### config.mk
export PLATFORM = sky130hd
export DESIGN_NAME = ysyx_220053_ifu
export DESIGN_NICKNAME = d
export VERILOG_FILES = /design/src/rtl/ysyx_220053_ifu.sv
export SDC_FILE = /design/constraint.sdc
export NUM_CORES = 1
export LEC_CHECK = 0
export ABC_AREA = 1
export BUFFER_PORTS_ARGS = -buffer_cell sky130_fd_sc_hd__buf_2
export CAP_MARGIN = 20
export CORE_MARGIN = 1.5
export CORE_UTILIZATION = 25
export CTS_CLUSTER_SIZE = 24
export DETAILED_ROUTE_END_ITERATION = 16
export GPL_ROUTABILITY_DRIVEN = 0
export GPL_TIMING_DRIVEN = 0
export HOLD_SLACK_MARGIN = 0.15
export SYNTH_ARGS = -nofsm -noshare
export SYNTH_HDL_FRONTEND = slang
export SYNTH_SLANG_ARGS = --single-unit
### constraint.sdc
create_clock -name clk -period 1.85 [get_ports clk]
set_input_delay 0.185 -clock clk [delete_from_list [all_inputs] [get_ports clk]]
set_output_delay 0.185 -clock clk [all_outputs]
set_load 0.02 [all_outputs]
### src/rtl/ysyx_220053_ifu.sv
// Instruction fetch unit: one outstanding imem request, single-entry decode buffer,
// redirects override everything and discard any in-flight response.
module ysyx_220053_ifu #(
  parameter logic [63:0] RESET_PC = 64'h0000_0000_8000_0000
) (
  input  logic        clk,
  input  logic        rst_n,
  output logic        imem_req_valid,
  input  logic        imem_req_ready,
  output logic [63:0] imem_req_addr,
  input  logic        imem_resp_valid,
  input  logic [31:0] imem_resp_data,
  input  logic        imem_resp_err,
  output logic        id_valid,
  input  logic        id_ready,
  output logic [31:0] id_instr,
  output logic [63:0] id_pc,
  output logic        id_fault,
  input  logic        redirect_valid,
  input  logic [63:0] redirect_pc
);
  localparam logic [31:0] NOP = 32'h0000_0013;

  typedef enum logic [1:0] {S_REQ, S_WAIT, S_HOLD, S_FLUSH} state_t;

  state_t      r_state;
  logic [63:0] r_pc;
  logic        r_req_valid;
  logic        r_id_valid;
  logic [31:0] r_id_instr;
  logic [63:0] r_id_pc;
  logic        r_id_fault;

  logic        w_hs;
  logic [63:0] w_pc_inc;
  logic        w_pc_misal;
  logic        w_rd_misal;

  assign w_hs       = r_req_valid & imem_req_ready;
  assign w_pc_inc   = r_pc + 64'd4;
  assign w_pc_misal = r_pc[1:0] != 2'b00;
  assign w_rd_misal = redirect_pc[1:0] != 2'b00;

  assign imem_req_valid = r_req_valid;
  assign imem_req_addr  = r_pc;
  assign id_valid       = r_id_valid;
  assign id_instr       = r_id_instr;
  assign id_pc          = r_id_pc;
  assign id_fault       = r_id_fault;

  // r_req_valid is only ever raised for an aligned pc; a misaligned pc in REQ
  // turns into a faulting NOP in HOLD instead of a memory access.
  always_ff @(posedge clk or negedge rst_n) begin
    if (!rst_n) begin
      r_state     <= S_REQ;
      r_pc        <= RESET_PC;
      r_req_valid <= 1'b0;
      r_id_valid  <= 1'b0;
      r_id_instr  <= 32'h0;
      r_id_pc     <= 64'h0;
      r_id_fault  <= 1'b0;
    end else begin
      unique case (r_state)
        S_REQ: begin
          if (redirect_valid) begin
            r_pc <= redirect_pc;
            if (w_hs) begin
              r_state     <= S_FLUSH;
              r_req_valid <= 1'b0;
            end else begin
              r_req_valid <= !w_rd_misal;
            end
          end else if (w_hs) begin
            r_state     <= S_WAIT;
            r_req_valid <= 1'b0;
          end else if (w_pc_misal) begin
            r_state     <= S_HOLD;
            r_req_valid <= 1'b0;
            r_id_valid  <= 1'b1;
            r_id_instr  <= NOP;
            r_id_pc     <= r_pc;
            r_id_fault  <= 1'b1;
          end else begin
            r_req_valid <= 1'b1;
          end
        end
        S_WAIT: begin
          if (redirect_valid) begin
            r_pc <= redirect_pc;
            if (imem_resp_valid) begin
              r_state     <= S_REQ;
              r_req_valid <= !w_rd_misal;
            end else begin
              r_state <= S_FLUSH;
            end
          end else if (imem_resp_valid) begin
            r_state    <= S_HOLD;
            r_id_valid <= 1'b1;
            r_id_instr <= imem_resp_data;
            r_id_pc    <= r_pc;
            r_id_fault <= imem_resp_err;
          end
        end
        S_HOLD: begin
          if (redirect_valid) begin
            r_state     <= S_REQ;
            r_pc        <= redirect_pc;
            r_req_valid <= !w_rd_misal;
            r_id_valid  <= 1'b0;
          end else if (id_ready) begin
            r_state     <= S_REQ;
            r_pc        <= w_pc_inc;
            r_req_valid <= !w_pc_misal;
            r_id_valid  <= 1'b0;
          end
        end
        S_FLUSH: begin
          // Stay here until the abandoned response drains, tracking any new target.
          if (redirect_valid) begin
            r_pc <= redirect_pc;
            if (imem_resp_valid) begin
              r_state     <= S_REQ;
              r_req_valid <= !w_rd_misal;
            end
          end else if (imem_resp_valid) begin
            r_state     <= S_REQ;
            r_req_valid <= !w_pc_misal;
          end
        end
      endcase
    end
  end
endmodule
======== Word level (Yosys, flattened, before mapping) ========
Index checks and enable logic that the tools add are counted.
storage, ports and cells
  register bits ........................... 165
  bits of input ports ..................... 103
  output and inout port bits .............. 163
  logic and storage cells ................. 87
operators by class
  $add $sub $neg .......................... 1
  eq/ne operators ......................... 16
  muxes and demuxes ....................... 49
  bitwise operators ....................... 1
  reduce and logical (&&, ||, !) cells .... 13
operators by type and width
  cell                                            count
  two-way mux 64 bit                              8
  one-hot mux 64 bit (2 select lines)             2
  two-way mux 32 bit                              5
  adder 64 x 3 -> 64 bit (second input constant)  1
  one-hot mux 32 bit (2 select lines)             1
  two-way mux 2 bit                               10
  two-way mux 1 bit                               19
  != test 3 bit (second input constant)           5
  != test 2 bit (second input constant)           7
  one-hot mux 2 bit (4 select lines)              1
  AND reduction 7 bit                             1
  AND reduction 6 bit                             1
  nonzero test 2 bit                              3
  AND reduction 5 bit                             1
  == test 2 bit (second input constant)           2
  one-hot mux 1 bit (4 select lines)              1
  one-hot mux 1 bit (3 select lines)              1
  AND reduction 3 bit                             1
  nonzero test 3 bit                              1
  OR reduction 3 bit                              1
  == test 2 x 1 -> 1 bit (second input constant)  1
  zero test 1 bit                                 2
  zero test 2 bit                                 1
  != test 2 x 1 -> 1 bit (second input constant)  1
  other kinds (3)                                 3

======== Logic depth before layout (Yosys ltp) ========
  word-level depth ........................ 5
  depth in mapped cells ................... 11
  gate-level depth less buffers ........... 11

======== Least setup slack after synthesis ========
Ideal clock, no wire load.
  kind .................................... register to register
  start point ............................. register r_pc[3], in the netlist imem_req_addr[3]
  end point ............................... register r_pc[50], in the netlist imem_req_addr[50]
  setup time .............................. 0.117 ns
  arrival time ............................ 1.667 ns
  data required time ...................... 1.733 ns
  setup slack ............................. 0.066 ns
  cell stages (with the launch flop) ...... 11
  period minus slack after synthesis ...... 1.784 ns
  path through ............................ dfrtp_1 > ha_1 > nand3_1 > inv_1 > nand2_1 > nor2_4 > nand3_1 > nand2_1 > nand3_1 > nand2_1 > nand2_1
between the ends
  word-level cells in the longest chain between the ends .. 4
ends and longest elaborated chain
  what                                 line  source
  start, declared                      27    logic [63:0] r_pc;
  start signal, assigned               66    r_pc <= redirect_pc;
  start signal, assigned               89    r_pc <= redirect_pc;
  start signal, assigned               107   r_pc <= redirect_pc;
  adder 64 x 3 -> 64 bit               40    assign w_pc_inc = r_pc + 64'd4;
  two-way mux 64 bit                   110   end else if (id_ready) begin
  two-way mux 64 bit                   105   if (redirect_valid) begin
  one-hot mux 64 bit (2 select lines)  63    unique case (r_state)
No other way between the ends. The select of a mux whose other input is x is not followed.
A chain may end at the register's enable or synchronous reset.

======== Final worst setup path ========
  start point ............................. register r_state[1]
  end point ............................... register r_pc[60], in the netlist imem_req_addr[60]
between the ends
  word-level cells in the longest chain between the ends .. 4
ends and longest elaborated chain
  what                                     line  source
  start, declared                          26    state_t r_state;
  start signal, assigned                   55    r_state <= S_REQ;
  start signal, assigned                   68    r_state <= S_FLUSH;
  start signal, assigned                   74    r_state <= S_WAIT;
  == test 2 bit (tied with other cells)    63
  OR reduction 3 bit (no source line)      -
  != test 2 x 1 -> 1 bit (no source line)  -
  AND reduction 2 bit (no source line)     -
Parallel ways exist; a longest one is shown, timed or not.

==> impl_metrics.csv <==
group,metric,value,unit
logic_synthesis,ys_types,36,
critical_path,cp.arrival,2.16,ns
cts,tritoncts,"built",
detailed_routing,num_vias,10300,
critical_path,critical_path_class,"register to register",
power,p_leak,6.45,nW
detailed_routing,drt-pass1-iter-count,6,
logic_synthesis,synth.avg_cell_area,7.34,um^2
cts,clockBufferDepth,2,
power,ir_drop,873,uV
global_routing,grt_usage,21.4,%
outcome,run_status,"finished clean",
timing,skew,0.0133,ns
layout,utilization,37.1,%
worst_hold_path,worstHoldStart,"imem_resp_valid",
die,dieHeight,193,um
worst_hold_path,holdPathStages,4,
global_routing,grt_overflow,0,
critical_path,cp-start-kind,"register",
critical_path,startpoint,"r_state[1]",
die,die_x,193,um
timing,worst_pin_slew,0.720,ns
die,rows,69,
detailed_routing,drt_iter0_drc,910,
logic_synthesis,ys_ff_latch,165,
logic_synthesis,yosysWarningCount,0,
detailed_routing,drc_errors,0,
placed_design,dpl.hpwl,31000,um
timing,clock.fmax,551,MHz
die,start_util,25.4,%
critical_path,timing.rr.start,"r_state[1]",
global_routing,first_global_vias,9719,
logic_synthesis,synth-async-reset-ratio,100,%
layout,area_growth,46.1,%
critical_path,r2r_setup_slack,0.04,ns
timing,fin_crit_sh,98.1,%
layout,layout-drive-gt1-share,28.9,%
critical_path,critPathRequiredTime,2.20,ns
timing,hold-worst-slack,0.181,ns
global_routing,grt_pass1_wl,58200,um
logic_synthesis,synth_area_leaders,"dfrtp_1 (46%), nand2_1 (14%), nor2_1 (8.6%)",
flow_run,cap_violations,0,
detailed_routing,ant_nets,0,
critical_path,end_kind,"register",
die,boundaryPins,266,
logic_synthesis,ys_seq_area_share,45.8,%
logic_synthesis,yosys-top-cells-count,"nand2_1 (335), nor2_1 (206), dfrtp_1 (164)",
die,core-area,35500,um^2
timing,min_period,1.81,ns
global_routing,grt_max_degree,119,
cts,cts_root_buffer,"clkbuf_16",
logic_synthesis,yosysMostFrequentCell,"nand2_1",
detailed_routing,routedWlPerCell,19.1,um
logic_synthesis,synthesis.nets,1332,
critical_path,r2r_cells,8,
layout,diodes,0,
timing,grt_setup_unrepaired,"true",
critical_path,r2r_end,"imem_req_addr[60]",
cts,cts_buffers,17,
power,p_per_area,1370,nW/um^2
die,dieArea,37200,um^2
cts,htree_num_levels,4,
global_routing,antenna_found_initial,0,
logic_synthesis,synthCells,1228,
cts,clkTransAtPathRegs,0.08,ns
detailed_routing,wirelength,40400,um
timing,setup_viol,0,
logic_synthesis,synth_area,9010,um^2
logic_synthesis,synth_ff_type,"dfrtp_1",
timing,timing.final.max_slew_violations,0,
layout,layout.nets,1743,
logic_synthesis,yosysTopAreaCell,"dfrtp_1",
cts,clk_latency,0.46,ns
worst_hold_path,hp-class,"primary input to register",
timing,relSlewSlack,52.0,%
critical_path,worst-path-max-fanout,10,
timing,hold_violations,0,
placed_design,port_buffers,264,
detailed_routing,avgViaCountPerCell,4.86,
worst_hold_path,min_to,"r_state[0]",
logic_synthesis,synth_top_area_share,45.5,%
cts,cts_num_sinks,165,
logic_synthesis,synth-edff-count,0,
cell type report:
type	count	area, um^2
Fill cell	3692	22300
Sequential cell	165	4160
Inverter	134	512
Tap cell	461	577
Clock inverter	15	170
Multi-Input combinational cell	885	4450
Clock buffer	17	425
Buffer	44	284
Timing Repair Buffer	392	2590
routing by layer:
metal  vias to the layer above  routed length (um)  track usage [%]
met5                         -                   0                0
met4                         0                1280             8.11
met3                        76                3600             5.22
met2                       509               18900             35.2
met1                      4855               16600             26.9
li1                       4823                   -                -
sequential cells by signal, indices dropped and copies added, names as in the netlist:
signal and flops:
id_instr 32, id_pc 64, id_valid 1, id_fault 1, imem_req_valid 1, r_state 2
imem_req_addr 64
cells in the final DEF, fill, tap and decap left out, types with 33 or more instances in the layout:
cell / Yosys / routed
buf_2: 12 / 274
buf_4: 4 / 33
dfrtp_1: 164 / 138
dlygate4sd3_1: 0 / 100
inv_1: 132 / 130
nand2_1: 335 / 317
nand3_1: 77 / 73
nor2_1: 206 / 160
nor2_2: 5 / 33
o21ai_0: 92 / 90
kinds of logic after synthesis:
family                     share of synthesized area [%]
adders and majority gates                          0.139
AOI/OAI and AO/OA                                   14.0
DFF                                                 45.8
xor gates and xnor gates                           0.486
and+or+nand+nor                                     30.1
muxes                                               1.12
buffers and inverters                               8.33
per-stage QoR:
step           instances  instance area [um^2]  TNS (ns)  worst slack, ns  power (mW)
2_1_floorplan       1228                  9010         0           0.0662        10.4
3_3_place_gp        1953                 10900   -360.14            -2.12        13.4
3_5_place_dp        1954                 10900    -18.04           -0.383        13.6
4_1_cts             2096                 12700    -0.173          -0.0829        17.8
5_1_grt             2113                 13200    -0.200          -0.0594        19.2
6_report            2113                 13200         0           0.0356        18.0
where the power goes:
| group | leakage, nW | total (mW) | internal [mW] | switching [mW] |
|---|---|---|---|---|
| clock network | 0.293 | 3.74 | 2.03 | 1.71 |
| registers | 1.96 | 6.03 | 4.90 | 1.13 |
| logic | 4.19 | 8.27 | 2.81 | 5.46 |
worst max path at each step:
stage	to	slack (ns)	cells past startpoint
after floorplan	imem_req_addr[50]	0.07	10
after global placement	id_pc[46]	-2.12	1
after detailed placement	imem_req_addr[50]	-0.38	10
after CTS	imem_req_addr[62]	-0.08	9
after global routing	imem_req_addr[48]	-0.06	10
final	imem_req_addr[60]	0.04	8
worst max-delay path, stage by stage (launching register included):
cell and delay, ns:
dfrtp_2 0.46, buf_4 0.15, nand2_2 0.10, nor2_4 0.06, nor2_4 0.33, buf_2 0.39
nor2_1 0.09, nand2_1 0.07, nand2_1 0.05
repair_timing:
item / CTS / global route
buffers inserted: 10 / 17
hold endpoints to repair: 159 / 0
hold buffers: 100 / 0
gates resized for setup: 43 / 105
pin swaps: 5 / 10
endpoints found under the setup margin: 150 / 154
Power figures use the tool's default switching activity.
